## src/rtl/player_move_ctrl_pkg.sv

```systemverilog
// Shared constants and types for the player move sequencer, ui_render and the game FSM.
package player_move_ctrl_pkg;

  localparam int N_TILES     = 16;   // tile N_TILES-1 is the goal
  localparam int TILE_W      = 36;   // tile pitch in pixels, multiple of PIX_PER_FRM
  localparam int START_X     = 40;   // x pixel of tile 0
  localparam int LANE1_Y     = 300;  // rest y of player 1
  localparam int LANE2_Y     = 340;  // rest y of player 2
  localparam int PIX_PER_FRM = 4;    // pixels advanced per frame tick
  localparam int HOP_H_SHIFT = 1;    // hop height divider (as a shift)

  localparam int TILE_BITS = $clog2(N_TILES);
  localparam int OFF_BITS  = $clog2(TILE_W + 1);

  typedef enum logic [1:0] {IDLE, MOVE, DONE} move_state_t;

  typedef logic [TILE_BITS-1:0] tile_idx_t;
  typedef logic [OFF_BITS-1:0]  tile_off_t;

endpackage

```

## src/rtl/player_move_ctrl_if.sv

```systemverilog
// Move request handshake between the game FSM (master) and the move sequencer (slave).
interface player_move_ctrl_if;

  logic       move_req;
  logic       move_ready;
  logic       move_player;
  logic [2:0] move_steps;
  logic       move_done;

  modport master (
    output move_req,
    output move_player,
    output move_steps,
    input  move_ready,
    input  move_done
  );

  modport slave (
    input  move_req,
    input  move_player,
    input  move_steps,
    output move_ready,
    output move_done
  );

endinterface

```

## src/rtl/player_move_ctrl_tile_to_px.sv

```systemverilog
// Combinational tile/offset to sprite pixel position.
// Optional PLAYER_HOP_EN: triangular hop of each tile on the y axis.
module tile_to_px
  import player_move_ctrl_pkg::*;
#(
  parameter int LANE_Y = LANE1_Y
) (
  input  tile_idx_t   tile,
  input  tile_off_t   offset,
  output logic [9:0]  x,
  output logic [9:0]  y
);

  // Track position: tile pitch plus the in-tile offset of the mover.
  assign x = 10'(START_X + int'(tile) * TILE_W + int'(offset));

`ifdef PLAYER_HOP_EN
  tile_off_t rem_off;
  tile_off_t hop_base;

  // Distance to the nearer tile edge gives a hop peaking mid-tile.
  always_comb begin
    rem_off  = OFF_BITS'(TILE_W) - offset;
    hop_base = (offset < rem_off) ? offset : rem_off;
    y        = 10'(LANE_Y - (int'(hop_base) >> HOP_H_SHIFT));
  end
`else
  assign y = 10'(LANE_Y);
`endif

endmodule

```

## src/rtl/player_move_ctrl.sv

```systemverilog
// Player move sequencer: accepts one dice move, animates the mover tile by tile on
// frame ticks, pulses move_done and latches the first player to reach the goal.
// Optional feature macro: PLAYER_HOP_EN (hop animation on the mover's y).
module player_move_ctrl
  import player_move_ctrl_pkg::*;
(
  input  logic                     clk,
  input  logic                     reset,
  input  logic                     frame_tick,
  input  logic                     game_clr,
  player_move_ctrl_if.slave        mv,
  output logic                     winner_valid,
  output logic                     winner_id,
  output logic [9:0]               player1_x,
  output logic [9:0]               player1_y,
  output logic [9:0]               player2_x,
  output logic [9:0]               player2_y
);

  move_state_t state;
  logic        mover;
  logic [2:0]  steps_left;
  tile_idx_t   tile1;
  tile_idx_t   tile2;
  tile_off_t   offset;
  logic        ready_q;
  logic        done_q;

  tile_idx_t   cur_tile;
  tile_off_t   off1;
  tile_off_t   off2;

  assign cur_tile      = mover ? tile2 : tile1;
  assign off1          = (mover == 1'b0) ? offset : '0;
  assign off2          = (mover == 1'b1) ? offset : '0;
  assign mv.move_ready = ready_q;
  assign mv.move_done  = done_q;

  // Move FSM: accept, per-tick advance with goal clamp, single-cycle done + winner latch.
  always_ff @(posedge clk or posedge reset) begin
    if (reset) begin
      state        <= IDLE;
      mover        <= 1'b0;
      steps_left   <= '0;
      tile1        <= '0;
      tile2        <= '0;
      offset       <= '0;
      ready_q      <= 1'b1;
      done_q       <= 1'b0;
      winner_valid <= 1'b0;
      winner_id    <= 1'b0;
    end else begin
      done_q <= 1'b0;
      if (game_clr) begin
        state        <= IDLE;
        steps_left   <= '0;
        tile1        <= '0;
        tile2        <= '0;
        offset       <= '0;
        ready_q      <= 1'b1;
        winner_valid <= 1'b0;
        winner_id    <= 1'b0;
      end else begin
        case (state)
          IDLE: begin
            if (mv.move_req) begin
              mover      <= mv.move_player;
              steps_left <= mv.move_steps;
              ready_q    <= 1'b0;
              // Zero steps or a decided game: complete without motion.
              if (mv.move_steps == 3'd0 || winner_valid) state <= DONE;
              else                                       state <= MOVE;
            end
          end
          MOVE: begin
            if (frame_tick) begin
              if (offset == OFF_BITS'(TILE_W - PIX_PER_FRM)) begin
                offset     <= '0;
                steps_left <= steps_left - 3'd1;
                if (mover) tile2 <= tile2 + 1'b1;
                else       tile1 <= tile1 + 1'b1;
                // Goal clamps: any remaining steps are dropped.
                if (steps_left == 3'd1 || cur_tile == TILE_BITS'(N_TILES - 2))
                  state <= DONE;
              end else begin
                offset <= offset + OFF_BITS'(PIX_PER_FRM);
              end
            end
          end
          DONE: begin
            done_q  <= 1'b1;
            ready_q <= 1'b1;
            state   <= IDLE;
            if (cur_tile == TILE_BITS'(N_TILES - 1) && !winner_valid) begin
              winner_valid <= 1'b1;
              winner_id    <= mover;
            end
          end
          default: begin
            state   <= IDLE;
            ready_q <= 1'b1;
          end
        endcase
      end
    end
  end

  tile_to_px #(.LANE_Y(LANE1_Y)) u_px1 (
    .tile   (tile1),
    .offset (off1),
    .x      (player1_x),
    .y      (player1_y)
  );

  tile_to_px #(.LANE_Y(LANE2_Y)) u_px2 (
    .tile   (tile2),
    .offset (off2),
    .x      (player2_x),
    .y      (player2_y)
  );

endmodule

```

## src/flat_wrapper.sv

```systemverilog
// flat-port wrapper written by rule: the top's interface ports become plain ports
module player_move_ctrl_flat import player_move_ctrl_pkg::*;
  (clk, reset, frame_tick, game_clr, winner_valid, winner_id, player1_x, player1_y, player2_x, player2_y, mv_move_req, mv_move_player, mv_move_steps, mv_move_ready, mv_move_done);
  player_move_ctrl_if mv_i ();
  input  logic clk;
  input  logic reset;
  input  logic frame_tick;
  input  logic game_clr;
  output logic winner_valid;
  output logic winner_id;
  output logic [9:0] player1_x;
  output logic [9:0] player1_y;
  output logic [9:0] player2_x;
  output logic [9:0] player2_y;
  input wire logic [$bits(mv_i.move_req)-1:0] mv_move_req;
  input wire logic [$bits(mv_i.move_player)-1:0] mv_move_player;
  input wire logic [$bits(mv_i.move_steps)-1:0] mv_move_steps;
  output wire logic [$bits(mv_i.move_ready)-1:0] mv_move_ready;
  output wire logic [$bits(mv_i.move_done)-1:0] mv_move_done;
  assign mv_i.move_req = mv_move_req;
  assign mv_i.move_player = mv_move_player;
  assign mv_i.move_steps = mv_move_steps;
  assign mv_move_ready = mv_i.move_ready;
  assign mv_move_done = mv_i.move_done;
  player_move_ctrl u_core (.clk(clk), .reset(reset), .frame_tick(frame_tick), .game_clr(game_clr), .mv(mv_i), .winner_valid(winner_valid), .winner_id(winner_id), .player1_x(player1_x), .player1_y(player1_y), .player2_x(player2_x), .player2_y(player2_y));
endmodule
```

## config.mk

```make
export PLATFORM = sky130hd
export DESIGN_NAME = player_move_ctrl_flat
export DESIGN_NICKNAME = d
export VERILOG_FILES = /design/src/rtl/player_move_ctrl_pkg.sv /design/src/rtl/player_move_ctrl_if.sv /design/src/rtl/player_move_ctrl_tile_to_px.sv /design/src/rtl/player_move_ctrl.sv /design/src/flat_wrapper.sv
export SDC_FILE = /design/constraint.sdc
export NUM_CORES = 1
export LEC_CHECK = 0
export ABC_AREA = 1
export CORE_MARGIN = 4
export CORE_UTILIZATION = 45
export DETAILED_ROUTE_END_ITERATION = 10
export PLACE_DENSITY = 0.78
export SETUP_SLACK_MARGIN = 0.1
export SLEW_MARGIN = 0
export SYNTH_ARGS = -nofsm -noshare
export SYNTH_HDL_FRONTEND = slang
export SYNTH_SLANG_ARGS = --single-unit
```

## constraint.sdc

```tcl
create_clock -name clk -period 2.2 [get_ports clk]
set_input_delay 0.44 -clock clk [delete_from_list [all_inputs] [get_ports clk]]
set_output_delay 0.44 -clock clk [all_outputs]
set_load 0.02 [all_outputs]
```

==> Word-level counts from Yosys, hierarchy flattened <==
Index checks and enable logic that the tools add are counted.
{ "totals": {"ff_bits": 24, "wordCells": 94} }
{ "op_classes": {"mux": 40, "n_reduce_logical": 21, "bitwise": 1, "eq_ne": 12, "n_mul": 2, "addsub": 8} }
{ "op_table": {"columns": ["cell", "n"], "rows": [
  ["$mux W4", 11],
  ["$mux W6", 6],
  ["$add A10 B7 Y10", 2],
  ["$add A6 B10 Y10 const A", 2],
  ["$mul A4 B4 Y8 const B", 2],
  ["$reduce_and A4 Y1", 4],
  ["$mux W2", 6],
  ["$mux W3", 4],
  ["$reduce_bool A2 Y1", 6],
  ["$mux W1", 10],
  ["$add A4 B1 Y4 const B", 2],
  ["$eq A4 B4 Y1 const B", 2],
  ["$add A6 B3 Y6 const B", 1],
  ["$eq A6 B6 Y1 const B", 1],
  ["$ne A3 B2 Y1 const B", 2],
  ["$ne A3 B3 Y1 const B", 2],
  ["$pmux W3 S2", 1],
  ["$reduce_and A2 Y1", 3],
  ["$ne A2 B2 Y1 const B", 2],
  ["$pmux W2 S2", 1],
  ["$eq A3 B1 Y1 const B", 1],
  ["$logic_not A3 Y1", 1],
  ["$reduce_and A3 Y1", 1],
  ["$reduce_bool A3 Y1", 1],
  ["9 further kinds", 10]
]} }

==> Logic depth before layout (Yosys ltp) <==
Gate-level depths: netlist (run 1).
{ "depth": {"ltp_word": 8, "depth_mapped": 11} }

==> Hierarchy <==
A second synthesis (run 1) with hierarchy kept.
{ "unflattened": {"hier_cells": 328, "area_unflattened_um2": 2240.9} }
{ "modules_own_cells": {"columns": ["module", "area_each_um2", "cells_each", "n_inst"], "rows": [
  ["player_move_ctrl", 1325.0, 184, 1],
  ["tile_to_px", 457.9, 72, 2]
]} }

==> Least setup slack after synthesis (run 1) <==
Ideal clock, no wire load.
{ "synth_path": {"path_kind": "register to output", "from": "reg u_core.mover", "to": "out player2_x[9]", "stages_incl_launch_ff": 11, "path_buffers": 1, "slack_ps": -357, "arrival_time_ps": 2117, "required_time_ps": 1760, "path_cell_list": "dfrtp_1 buf_2 nand2_1 ha_1 inv_1 ha_1 fa_1 nand3_1 nand2_1 nand3_1 xor2_1"} }
{ "synth_via": {"elab_chain_cells": 2} }
{ "synth_lines": {"columns": ["element", "line_no", "text"], "rows": [
  ["from (decl)", "player_move_ctrl.sv:21", "logic mover;"],
  ["from (signal assigned)", "player_move_ctrl.sv:67", "mover <= mv.move_player;"],
  ["$mux W6", "player_move_ctrl.sv:35", "assign off2 = (mover == 1'b1) ? offset : '0;"],
  ["$add A10 B7 Y10", "player_move_ctrl_tile_to_px.sv:15", "assign x = 10'(START_X + int'(tile) * TILE_W + int'(offset));"],
  ["to (decl)", "flat_wrapper.sv:13", "output logic [9:0] player2_x;"]
]} }
Every way passes these cells.

==> Worst setup path after layout (run 1) <==
{ "layout_path": {"from": "reg u_core.mover", "to": "out player1_x[9]"} }
{ "layout_via": {"elab_chain_cells": 2} }
{ "layout_lines": {"columns": ["element", "line_no", "text"], "rows": [
  ["$mux W6", "player_move_ctrl.sv:34", "assign off1 = (mover == 1'b0) ? offset : '0;"],
  ["$add A10 B7 Y10", "player_move_ctrl_tile_to_px.sv:15", null],
  ["to (decl)", "flat_wrapper.sv:11", "output logic [9:0] player1_x;"]
]} }
Every way passes these cells.

==> results of run 1 <==
==> placed cells by master, fill, tap and decap left out, types with 2 or more instances in the layout <==
master / netlist / layout
a21oi_1: 8 / 6
a21oi_4: 1 / 2
buf_4: 25 / 45
buf_6: 1 / 12
clkbuf_8: 0 / 4
clkdlybuf4s50_1: 0 / 12
conb_1: 2 / 24
dfrtp_1: 21 / 20
dlygate4sd2_1: 0 / 2
fa_2: 0 / 2
ha_1: 28 / 17
ha_2: 0 / 2
ha_4: 0 / 9
inv_1: 34 / 29
inv_2: 4 / 9
nand2_1: 52 / 44
nand2_2: 1 / 7
nand2_4: 3 / 5
nand3_1: 32 / 25
nand3_2: 1 / 5
nand3_4: 0 / 3
nand4_1: 8 / 8
nor2_1: 15 / 15
nor2_4: 2 / 2
nor3_1: 2 / 2
o21ai_0: 8 / 8
o21ai_1: 6 / 6
or2_4: 0 / 2
xnor2_1: 3 / 3
xor2_1: 12 / 5
xor2_2: 0 / 5
xor2_4: 0 / 2
==> repair_timing <==
action / CTS / global route
gates cloned: 0 / 0
setup buffers: 4 / 3
pin swaps: 6 / 13
gates resized for setup: 84 / 19
setup endpoints to repair: 16 / 14
==> metal layers <==
layer  global-route usage (%)  share of wire [%]
met1                     20.5                 44
met5                        0                  0
met3                     3.04                3.4
met4                     6.41                1.9
met2                     32.1                 51
==> critical path, cell delays in order (launching register included) <==
cell and delay, ps:
dfrtp_2 450, inv_2 70, nand2_2 60, ha_4 270, inv_2 40, ha_4 150
fa_2 390, nand3_4 100, nand2_4 70, nand3_4 90, xor2_4 150, buf_6 130
==> cell usage after synthesis, drive strengths merged <==
cell and instances:
fa 2, o22ai 1, nand4 8, nand3 33, dfstp 1, nor2 19
conb 2, or2 2, buf 27, inv 38, ha 28, a21oi 9
xor2 12, o21ai 14, xnor2 3, nand2 56, dfrtp 21, nor3 2
==> cells by family after synthesis <==
family | Yosys count | synth area share, %
AOI/OAI and AO/OA | 24 | 6.19
xor gates and xnor gates | 15 | 6.13
adders and majority gates | 30 | 18.2
buffers and inverters | 65 | 16.2
DFF | 22 | 25.7
other | 2 | 0.350
and+or+nand+nor | 120 | 27.2
==> through the flow <==
stage / hold WS (ps) / setup TNS, ps / instances
3_5_place_dp: 469 / -6850 / 390
6_report: 487 / -4410 / 401
2_1_floorplan: 428 / -357 / 300
4_1_cts: 488 / -4440 / 398
3_3_place_gp: 459 / -6190 / 390
5_1_grt: 531 / -5450 / 401
==> flip-flops by register name, indices dropped and copies added (netlist names) <==
| register | count |
|---|---|
| u_core.mv.move_ready | 1 |
| u_core.winner_id | 1 |
| u_core.steps_left | 3 |
| u_core.state | 2 |
| u_core.offset | 4 |
| u_core.mv.move_done | 1 |
| u_core.mover | 1 |
| u_core.tile1 | 4 |
| u_core.winner_valid | 1 |
| u_core.tile2 | 4 |
==> final cells by class <==
type                       count  area, um^2
fill                         342        1410
sequential                    22         553
multi-input combinational    213        1630
clock buffer                   4        55.1
inverter                      38         143
tap                           52        65.1
timing repair buffer          72         616
==> power breakdown <==
part | total [W] | leakage, nW | internal, W | switching (W)
Combinational | 0.00237 | 1.29 | 0.00112 | 0.00125
Sequential | 0.000616 | 0.292 | 0.000514 | 0.000101
Clock | 0.000299 | 0.0288 | 0.000160 | 0.000139
==> final timing paths <==
kind                                                    end  slack [ps]  cells past startpoint
setup / recovery                               player1_x[9]        -460                     11
hold / removal             u_core.steps_left[1]$_DFFE_PP0P_         490                      2
setup reg to reg                u_core.tile2[2]$_DFFE_PP0P_         630                     10
hold reg to reg            u_core.steps_left[1]$_DFFE_PP0P_         490                      2
max in group asynchronous  u_core.mv.move_ready$_DFFE_PP1P_        1400                      3
min in group asynchronous      u_core.offset[5]$_DFFE_PP0P_         520                      3
==> results.md, run 1 <==
* Outcome: finished with violations
* Failing checks: setup timing
* Vias at 2,003
* Final setup vio count at 12
* Mean Syn Cell Area at 7.71 um^2
* Core ar. at 4470 um^2
* IO Port Bufs at 28
* DRC at 0
* Die area at 5930 um^2
* GP Congestion at 0.886
* Worst-path fanout max at 5
* CP Launch Type: flip-flop
* Fin. Hold Viols at 0
* Seq/Total Area, Yosys at 25.7%
* Max-cap viol count at 0
* Post-layout minimum cycle time at 2660 ps
* Reg2Reg Launch Point: u_core.offset[3]$_DFFE_PP0P_
* Worst path arrival time at 2220 ps
* Final Max Tran Viols at 0
* Yosys cell types at 29
* Total power at 0.00328 W
* First-pass DRT Iterations at 4
* Pin count of the biggest net entering global routing at 23
* Synth warn at 0
* Antenna-violating nets left at 0
* CP Launch Point: u_core.mover$_DFFE_PP0P_
* RSZ-0062 raised after global routing: true
* Die H at 77.0 um
* Placed cell area at 2840 um^2
* Design Area, Final at 3060 um^2
* Setup Skew at 3.16 ps
* Syn Std Cell Area at 2140 um^2
* F_max at 376 MHz
* CTS tree: yes
* # IOs at 53
* Die X at 77.0 um
* Depth of the CTS H-tree at 1
* DP HPWL at 4050 um
* Final critical-path setup slack at -460 ps
* Final net count at 389
* Crit. End Element: output port
* Final core area utilization at 68.5%
* Antenna violations before repair at 0
* DR WL/cell at 12.8 um
* Via density at 5.00
* LEAKAGE at 1.61 nW
* CTS Buffer Depth at 2
* Worst hold path startpoint: u_core.steps_left[1]$_DFFE_PP0P_
* First-pass GRT wire length at 8650 um
* Clock-pin transition on the worst setup and hold timing paths at 80 ps
* Post-synth top area share at 24.5%
* Initial DRC Count at 73
* Synth-to-layout area growth at 43.0%
* # diodes at 0
* TritonCTS Sinks at 22
* WP data required at 1760 ps
* Vias in the first global route at 2,054
* Synthesized flop and latch total at 22
* GRT overflow at 0
* Crit Path Class: reg -> out
* Layout cells sized above 1 at 35.0%
* Pre-CTS WS at -684 ps
* Cells after Synth at 278
* Tcrit/Tclk final at 121%
* WL final at 5130 um
* Overall Global Routing Usage at 17.6%
* Initial Util at 47.9%
* Row Count at 24
* Pwr per Cell Area at 1070 nW/um^2
* Yosys top cell by area: dfrtp_1
* Hold_buf cts at 0
* Clock Latency Late Sink at 270 ps
* Root buffer cell: clkbuf_8
* Synth area leaders: dfrtp_1 (25%), ha_1 (16%), nand2_1 (9.1%)
* CTS Buf Count at 3
* VDD IR-drop max at 0.591 mV
* Worst min-delay path class: reg -> reg
Power figures use the tool's default switching activity.
==> inputs of run 2 (changes only) <==
SETUP_SLACK_MARGIN = 0.4   (was 0.1)
==> run 2 against run 1 <==
The flow still finishes with violations (setup timing). Clock skew barely moved. Cell count decreased by 0.25%. Global-route usage is 0.12 points lower. Critical path depth unchanged. Largest power group unchanged. Die area did not move. Largest cell class unchanged. Maximum frequency about the same. Critical endpoint is now player2_x[9]. Hold slack worse by 12 ps. Register-to-register slack got worse by 130 ps.
==> results.md, run 2 (synthesis results as in run 1) <==
* Outcome: finished with violations
* Failing checks: setup timing
* DP HPWL at 3950 um (-2.6%)
* Root buffer cell: clkbuf_8
* IO Port Bufs at 28 (unchanged)
* Hold_buf cts at 0 (unchanged)
* LEAKAGE at 1.62 nW (+0.67%)
* WP data required at 1760 ps (about the same)
* RSZ-0062 raised after global routing: true
* CTS Buffer Depth at 2 (unchanged)
* Total power at 0.00359 W (+9.4%)
* Commonest cells after routing, fill and taps aside: nand2_1 (41), buf_4 (38), inv_1 (26)
* Final Max Tran Viols at 0 (unchanged)
* Crit. End Element: output port
* Antenna violations before repair at 0 (unchanged)
* Placed cell area at 2840 um^2 (about the same)
* Final setup vio count at 12 (unchanged)
* Synth-to-layout area growth at 49.4%
* Final critical-path setup slack at -459 ps (+1.58 ps)
* CTS tree: yes
* Pin count of the biggest net entering global routing at 23 (unchanged)
* Vias at 1,982 (-1.0%)
* DR WL/cell at 13.1 um (+2.5%)
* Vias in the first global route at 1,983 (-3.5%)
* Setup Skew at 3.05 ps (-0.110 ps)
* Crit Path Class: reg -> out
* Final net count at 388 (-0.26%)
* Max-cap viol count at 0 (unchanged)
* Antenna-violating nets left at 0 (unchanged)
* Depth of the CTS H-tree at 1 (unchanged)
* Pwr per Cell Area at 1120 nW/um^2 (+4.6%)
* Largest registers: u_core.offset (4), u_core.tile1 (4), u_core.tile2 (4)
* Initial Util at 47.9% (unchanged)
* Die area at 5930 um^2 (unchanged)
* # diodes at 0 (unchanged)
* First-pass GRT wire length at 8690 um (+0.49%)
* CP Launch Type: flip-flop
* F_max at 376 MHz (about the same)
* GRT overflow at 0 (unchanged)
* Row Count at 24 (unchanged)
* TritonCTS Sinks at 22 (unchanged)
* GP Congestion at 0.899 (+1.4%)
* Design Area, Final at 3200 um^2 (+4.5%)
* Via density at 4.96 (-0.80%)
* WL final at 5240 um (+2.2%)
* Post-layout minimum cycle time at 2660 ps (-1.58 ps)
* Tcrit/Tclk final at 121% (about the same)
* Clock Latency Late Sink at 260 ps (about the same)
* Layout cells sized above 1 at 38.8% (+3.8 points)
* # IOs at 53 (unchanged)
* Fin. Hold Viols at 0 (unchanged)
* DRC at 0 (unchanged)
* Worst path arrival time at 2220 ps (about the same)
* Fill cells at 325 (-5.0%)
* First-pass DRT Iterations at 4 (unchanged)
* VDD IR-drop max at 0.569 mV (-3.8%)
* Die H at 77.0 um (unchanged)
* Clock-pin transition on the worst setup and hold timing paths at 80 ps (about the same)
* Die X at 77.0 um (unchanged)
* Worst min-delay path class: reg -> reg
* CTS Buf Count at 3 (unchanged)
* Worst-path fanout max at 5 (unchanged)
* Initial DRC Count at 78 (+6.8%)
* Core ar. at 4470 um^2 (unchanged)
* Overall Global Routing Usage at 17.5% (-0.12 points)
* Most common cell after layout, fill and taps aside: nand2_1
[run 2: path summary, 6_finish.rpt]
path                       cells after the start                              from                          endpoint  slack, ps
hold / removal                                 2  u_core.steps_left[1]$_DFFE_PP0P_  u_core.steps_left[1]$_DFFE_PP0P_        480
setup reg to reg                              10          u_core.mover$_DFFE_PP0P_       u_core.state[0]$_DFFE_PP0P_        500
hold reg to reg                                2  u_core.steps_left[1]$_DFFE_PP0P_  u_core.steps_left[1]$_DFFE_PP0P_        480
min in group asynchronous                      3                             reset       u_core.tile2[2]$_DFFE_PP0P_        500
setup / recovery                              11          u_core.mover$_DFFE_PP0P_                      player2_x[9]       -460
max in group asynchronous                      3                             reset  u_core.mv.move_ready$_DFFE_PP1P_       1420
[run 2: layout make-up]
type                       count  area, um^2  share of cell area, %
inverter                      38         145                   4.53
sequential                    22         553                   17.3
multi-input combinational    213        1730                   53.9
clock inverter                 1        30.0                  0.938
tap                           52        65.1                   2.03
clock buffer                   3        41.3                   1.29
timing repair buffer          71         641                   20.0
[run 2: critical path, cell delays in order (launching register included)]
cell	delay (ps)
dfrtp_2	450
buf_6	150
buf_6	110
nand2_2	50
inv_2	40
ha_4	240
fa_2	410
nand3_2	90
nand2_4	60
nand3_4	90
xor2_4	140
buf_6	130
[run 2: per-stage QoR]
stage                     setup TNS, ps  util [%]  setup slack, ps  hold WS (ps)  std cells
after floorplan                    -346         -            -75.2           428        300
after global placement            -6080      63.5             -602           457        390
after detailed placement          -6550      63.5             -638           459        390
after CTS                         -4110      69.9             -425           479        397
after global routing              -5120      71.6             -529           506        400
final                             -4350      71.6             -459           476        400
[run 2: layer usage]
metal	track usage, %	part of all wire (%)
met1	21.4	41
met2	32.6	53
met3	1.41	3.8
met4	4.98	2.1
met5	0	0
[run 2: what timing repair did]
| action | CTS | global route |
|---|---|---|
| endpoints found under the setup margin | 17 | 16 |
| setup buffers | 3 | 3 |
| pin swaps | 20 | 11 |
| resized for setup | 127 | 13 |
[run 2: power breakdown]
group | total (W) | switching [W] | internal (W)
clock | 0.000381 | 0.000137 | 0.000243
sequential | 0.000619 | 0.000105 | 0.000514
combinational | 0.00259 | 0.00134 | 0.00125
==> inputs of run 3 (changes only) <==
CORE_UTILIZATION = 55   (was 45)
DONT_BUFFER_PORTS = 1   (was default)
PLACE_DENSITY = 0.74   (was 0.78)
==> run 3 against run 2 <==
The flow still finishes with violations (setup timing). Die area down 16%. Clock skew increased by 0.53 ps. Via count down 6.1%. Utilization rose by 3.5 points. First-iteration DRC count down 27%. Sequential power is 2% higher. Hold slack lost 390 ps. Worst setup slack better by 49 ps. Non-clock buffer count is 33 lower. Sequential cell count stayed put.
==> results.md, run 3 (synthesis results as in run 1) <==
* Most common cell after layout, fill and taps aside: nand2_1
* RSZ-0062 raised after global routing: true
* Met2 usage at 33.8% (+1.2 points)
* TritonCTS Sinks at 22 (unchanged)
* Vias at 1,862 (-6.1%)
* Crit. End Element: output port
* Final setup vio count at 12 (unchanged)
* Max-cap viol count at 0 (unchanged)
* Global routing's busiest layer: met2
* Antenna violations before repair at 0 (unchanged)
* Final net count at 355 (-8.5%)
* # IOs at 53 (unchanged)
* Core ar. at 3720 um^2 (-17%)
* CTS Buffer Depth at 2 (unchanged)
* Depth of the CTS H-tree at 1 (unchanged)
* Failing checks: setup timing
* CTS Buf Count at 3 (unchanged)
* Via density at 5.13 (+3.5%)
* M3 GR Usage at 2.30% (+0.90 points)
* DRC at 0 (unchanged)
* GR Layer Usage met1 at 23.8% (+2.4 points)
* First-pass DRT Iterations at 4 (unchanged)
* Overall Global Routing Usage at 19.0% (+1.5 points)
* Outcome: finished with violations
* Antenna-violating nets left at 0 (unchanged)
* Fill cells at 271 (-17%)
* Die X at 70.4 um (-8.6%)
* Final critical-path setup slack at -410 ps (+48.9 ps)
* Clock Latency Late Sink at 270 ps (about the same)
* Setup Skew at 3.58 ps (+0.532 ps)
* GP Congestion at 0.840 (-6.5%)
* Clock-pin transition on the worst setup and hold timing paths at 80 ps (about the same)
* Pwr per Cell Area at 1090 nW/um^2 (-3.0%)
* Row Count at 22 (-8.3%)
* Worst-path fanout max at 5 (unchanged)
* Fin. Hold Viols at 0 (unchanged)
* CP Launch Type: flip-flop
* Largest registers: u_core.offset (4), u_core.tile1 (4), u_core.tile2 (4)
* Die H at 70.4 um (-8.6%)
* Tcrit/Tclk final at 119% (-2.2 points)
* WP data required at 1760 ps (about the same)
* LEAKAGE at 1.45 nW (-10%)
* Crit Path Class: reg -> out
* First-pass GRT wire length at 7710 um (-11%)
* Initial DRC Count at 57 (-27%)
* Root buffer cell: clkbuf_8
* Pin count of the biggest net entering global routing at 23 (unchanged)
* Synth-to-layout area growth at 30.2%
* Commonest cells after routing, fill and taps aside: nand2_1 (44), buf_4 (34), inv_1 (29)
* DR WL/cell at 13.0 um (-1.2%)
* Final Max Tran Viols at 0 (unchanged)
* # diodes at 0 (unchanged)
* Worst min-delay path class: in -> async
* Final core area utilization at 75.1% (+3.5 points)
* Vias in the first global route at 1,770 (-11%)
* CTS tree: yes
* GRT overflow at 0 (unchanged)
* Hold_buf cts at 0 (unchanged)
* Layout cells sized above 1 at 32.4% (-6.4 points)
* F_max at 383 MHz (+1.9%)
* DP HPWL at 3720 um (-5.8%)
* WL final at 4700 um (-10%)
* Pre-CTS WS at -166 ps (+472 ps)
* Worst path arrival time at 2170 ps (-50 ps)
* Die area at 4960 um^2 (-16%)
* Post-layout minimum cycle time at 2610 ps (-49.0 ps)
* IO Port Bufs at 0 (-100%)
* Initial Util at 57.7% (+9.8 points)
* VDD IR-drop max at 0.648 mV (+14%)
## run 3: cell count changes in the layout (fill, tap and decap cells not counted), sizes merged
cell and change:
buf -21, bufinv -1, clkbuf +1, clkdlybuf4s50 -11, dlygate4sd2 -1
## run 3: timing repair
item,CTS,global route
buffers inserted,3,3
cloned,0,0
resized for setup,13,17
endpoints found under the setup margin,14,14
pin swaps,11,14
## run 3: cell type report
cell class	count	area (um^2)	area share, %
Timing Repair Buffer	38	300	10.8
Tap cell	48	60.1	2.15
Clock buffer	4	55.1	1.97
Sequential cell	22	553	19.8
Multi-Input combinational cell	213	1680	60.2
Inverter	38	143	5.11
## run 3: power breakdown
| part | internal (W) | total [W] | switching, W |
|---|---|---|---|
| combinational | 0.000918 | 0.00211 | 0.00119 |
| sequential | 0.000515 | 0.000631 | 0.000116 |
| clock | 0.000160 | 0.000297 | 0.000137 |
## run 3: metal layers
metal,share of wire (%),vias to the layer above
met5,0,-
met4,0.87,0
met2,51,52
met1,42,881
li1,-,925
met3,5.9,4
## run 3: worst paths after layout
kind                            slack (ps)                             start  cells after the start                          endpoint
worst max register to register         610      u_core.offset[3]$_DFFE_PP0P_                     10       u_core.tile2[3]$_DFFE_PP0P_
worst min register to register         480  u_core.steps_left[1]$_DFFE_PP0P_                      2  u_core.steps_left[1]$_DFFE_PP0P_
max in group asynchronous             1830                             reset                      2  u_core.mv.move_ready$_DFFE_PP1P_
worst max-delay path                  -410       u_core.tile1[0]$_DFFE_PP0P_                     10                      player1_x[8]
worst min-delay path                    90                             reset                      2  u_core.steps_left[1]$_DFFE_PP0P_
min in group clk                       230                          game_clr                      1   u_core.winner_valid$_DFFE_PP0P_
## run 3: worst max-delay path, cell delays in order (launching register included)
cell and delay [ps]:
dfrtp_1 410, ha_1 310, inv_2 50, ha_4 260
inv_2 40, ha_4 310, a21oi_4 80, or2_4 230
nand3_2 60, nand2_2 60, nand2_4 100
## run 3: through the flow
| step | setup TNS [ps] | instance area, um^2 | cells | hold slack, ps | total power [W] |
|---|---|---|---|---|---|
| 5_1_grt | -4630 | 2790 | 363 | 121 | 0.00327 |
| 3_5_place_dp | -834 | 2520 | 353 | 391 | 0.00247 |
| 3_3_place_gp | -499 | 2520 | 353 | 386 | 0.00243 |
| 4_1_cts | -3720 | 2680 | 360 | 101 | 0.00287 |
| 6_report | -3740 | 2790 | 363 | 86.7 | 0.00304 |
| 2_1_floorplan | -346 | 2430 | 300 | 428 | 0.00199 |
==> edit: new RTL, settings of run 1 <==
Re-encode `move_state_t` (3 states) as one-hot, 3 bits wide.
--- a/src/rtl/player_move_ctrl_pkg.sv
+++ b/src/rtl/player_move_ctrl_pkg.sv
@@ -13,5 +13,5 @@
   localparam int OFF_BITS  = $clog2(TILE_W + 1);
 
-  typedef enum logic [1:0] {IDLE, MOVE, DONE} move_state_t;
+  typedef enum logic [2:0] {IDLE = 3'b001, MOVE = 3'b010, DONE = 3'b100} move_state_t;
 
   typedef logic [TILE_BITS-1:0] tile_idx_t;
Function: no difference found for any inputs over 10 cycles, from zero or initial values and one cycle with reset high; not proved beyond that.
==> edit against run 1 <==
  * The flow still finishes with violations (negative setup slack)
  * Worst setup slack got worse by 0.0081 ns
  * Maximum frequency decreased by 0.30%
  * Total power down 10%
  * Utilization fell by 1.0 points
  * Largest cell class unchanged
  * Routed wire length increased by 5.5%
  * Global-route usage is 0.31 points higher
  * Critical path type unchanged
  * Sequential share of layout area is essentially flat
  * Final area increased by 4.7%
  * Sequential cell count grew 1
  * Synthesized area up 3.6%
  * Clock power decreased by 8.4%
==> edit: results (changes against run 1) <==
stage	metric	value	unit	change
synth	Mapped Cells	300		was 278
synth	xor-xnor portion of the synthesized cell area	6.70	%	was 6.13%
grt	pin count of the biggest net entering global routing	19		was 23
synth	Adder-Cell Fraction of Synth Area	17.6	%	was 18.2%
synth	top post-synthesis cells by area	dfrtp_1 24%, ha_1 16%, nand2_1 12%		was dfrtp_1 25%, ha_1 16%, nand2_1 9.1%
placement	placed insts	426		was 390
timing	Clock Skews	0.00198	ns	was 0.00316 ns
layout	Layout fillers	379		was 342
routing	Total Wirelength	5.41	mm	was 5.13 mm
pwr	Worst IR Drop VDD	0.000468	V	was 0.000591 V
pwr	leakage power	1.67	nW	was 1.61 nW
grt	GR Util All Layers	17.9	%	was 17.6%
layout	share of cells above drive strength 1	37.3	%	was 35.0%
grt	first-pass GRT wire length	8.89	mm	was 8.65 mm
timing	# setup viols final	12		unchanged
timing	TNS Setup	-4.48	ns	was -4.41 ns
timing	Final Worst Setup Slack	-0.468	ns	was -0.460 ns
critical_path	crit path max-delay cell type	dfrtp_1		was dfrtp_2
layout	Nets	407		was 389
placement	Placement Cell Area	0.00296	mm2	was 0.00284 mm2
status	status	complete, but fails checks		unchanged
placement	HPWL Detailed	4.09	mm	was 4.05 mm
grt	number of global-route vias before repair	2016		was 2054
cts	post-CTS sizing	96		was 84
status	violated checks	negative setup slack		unchanged
critical_path	crit path max fanout	4		was 5
grt	grt total ovfl	0		unchanged
hold_path	worst min path class	in -> async		was reg -> reg
synth	commonest cells in the netlist	73 x nand2_1, 32 x inv_1, 30 x nand3_1		was 52 x nand2_1, 34 x inv_1, 32 x nand3_1
synth	register area share after synthesis	26.0	%	was 25.7%
placement	pre-CTS WS	-0.716	ns	was -0.684 ns
cts	H-tree depth	1		unchanged
routing	DR vias	2094		was 2003
[edit: changes by cell type in the layout (fill, tap and decap cells not counted), moves of 4 or more]
cell            run 1  this run
inv_2               9        16
a21oi_1             6         1
nor2_2              1         5
nand2_1            44        63
inv_1              29        25
buf_4              45        37
[edit: final cells by class]
type	instances	area, um2	share of cell area (%)
inverter	42	160	4.99
sequential	23	579	18.1
multi-input combinational	231	1750	54.4
tap	67	83.8	2.61
clock inverter	1	5.00	0.156
clock buffer	3	41.3	1.29
timing repair buffer	67	592	18.5
[edit: cells by family (layout without fill, tap and decap cells)]
group,count (synthesis),count (layout)
compound gates,19,19
xor+xnor,17,17
fa+ha+maj,30,30
buf+inv,68,113
flops,23,23
other cells,2,24
simple gates,141,141
[edit: layer usage]
metal | vias to the layer above | routed length, um | GRT usage [%]
li1 | 1036 | - | -
met1 | 981 | 2250 | 22.1
met2 | 64 | 2790 | 33.3
met3 | 13 | 246 | 1.38
met4 | 0 | 123 | 5.07
met5 | - | 0 | 0
[edit: power breakdown]
group / switching, mW / total, mW / internal (mW)
logic: 1.10 / 2.05 / 0.949
registers: 0.0821 / 0.617 / 0.535
clock network: 0.147 / 0.274 / 0.127
[edit: path summary, 6_finish.rpt]
kind / startpoint / to / slack (ns)
setup / recovery: u_core.tile1[0] / player1_x[8] / -0.47
hold / removal: reset / u_core.steps_left[2] / 0.46
setup reg to reg: u_core.offset[3] / u_core.tile1[2] / 0.59
hold reg to reg: u_core.steps_left[1] / u_core.steps_left[1] / 0.49
max in group asynchronous: reset / u_core.mover / 1.19
min in group clk: u_core.steps_left[1] / u_core.steps_left[1] / 0.49
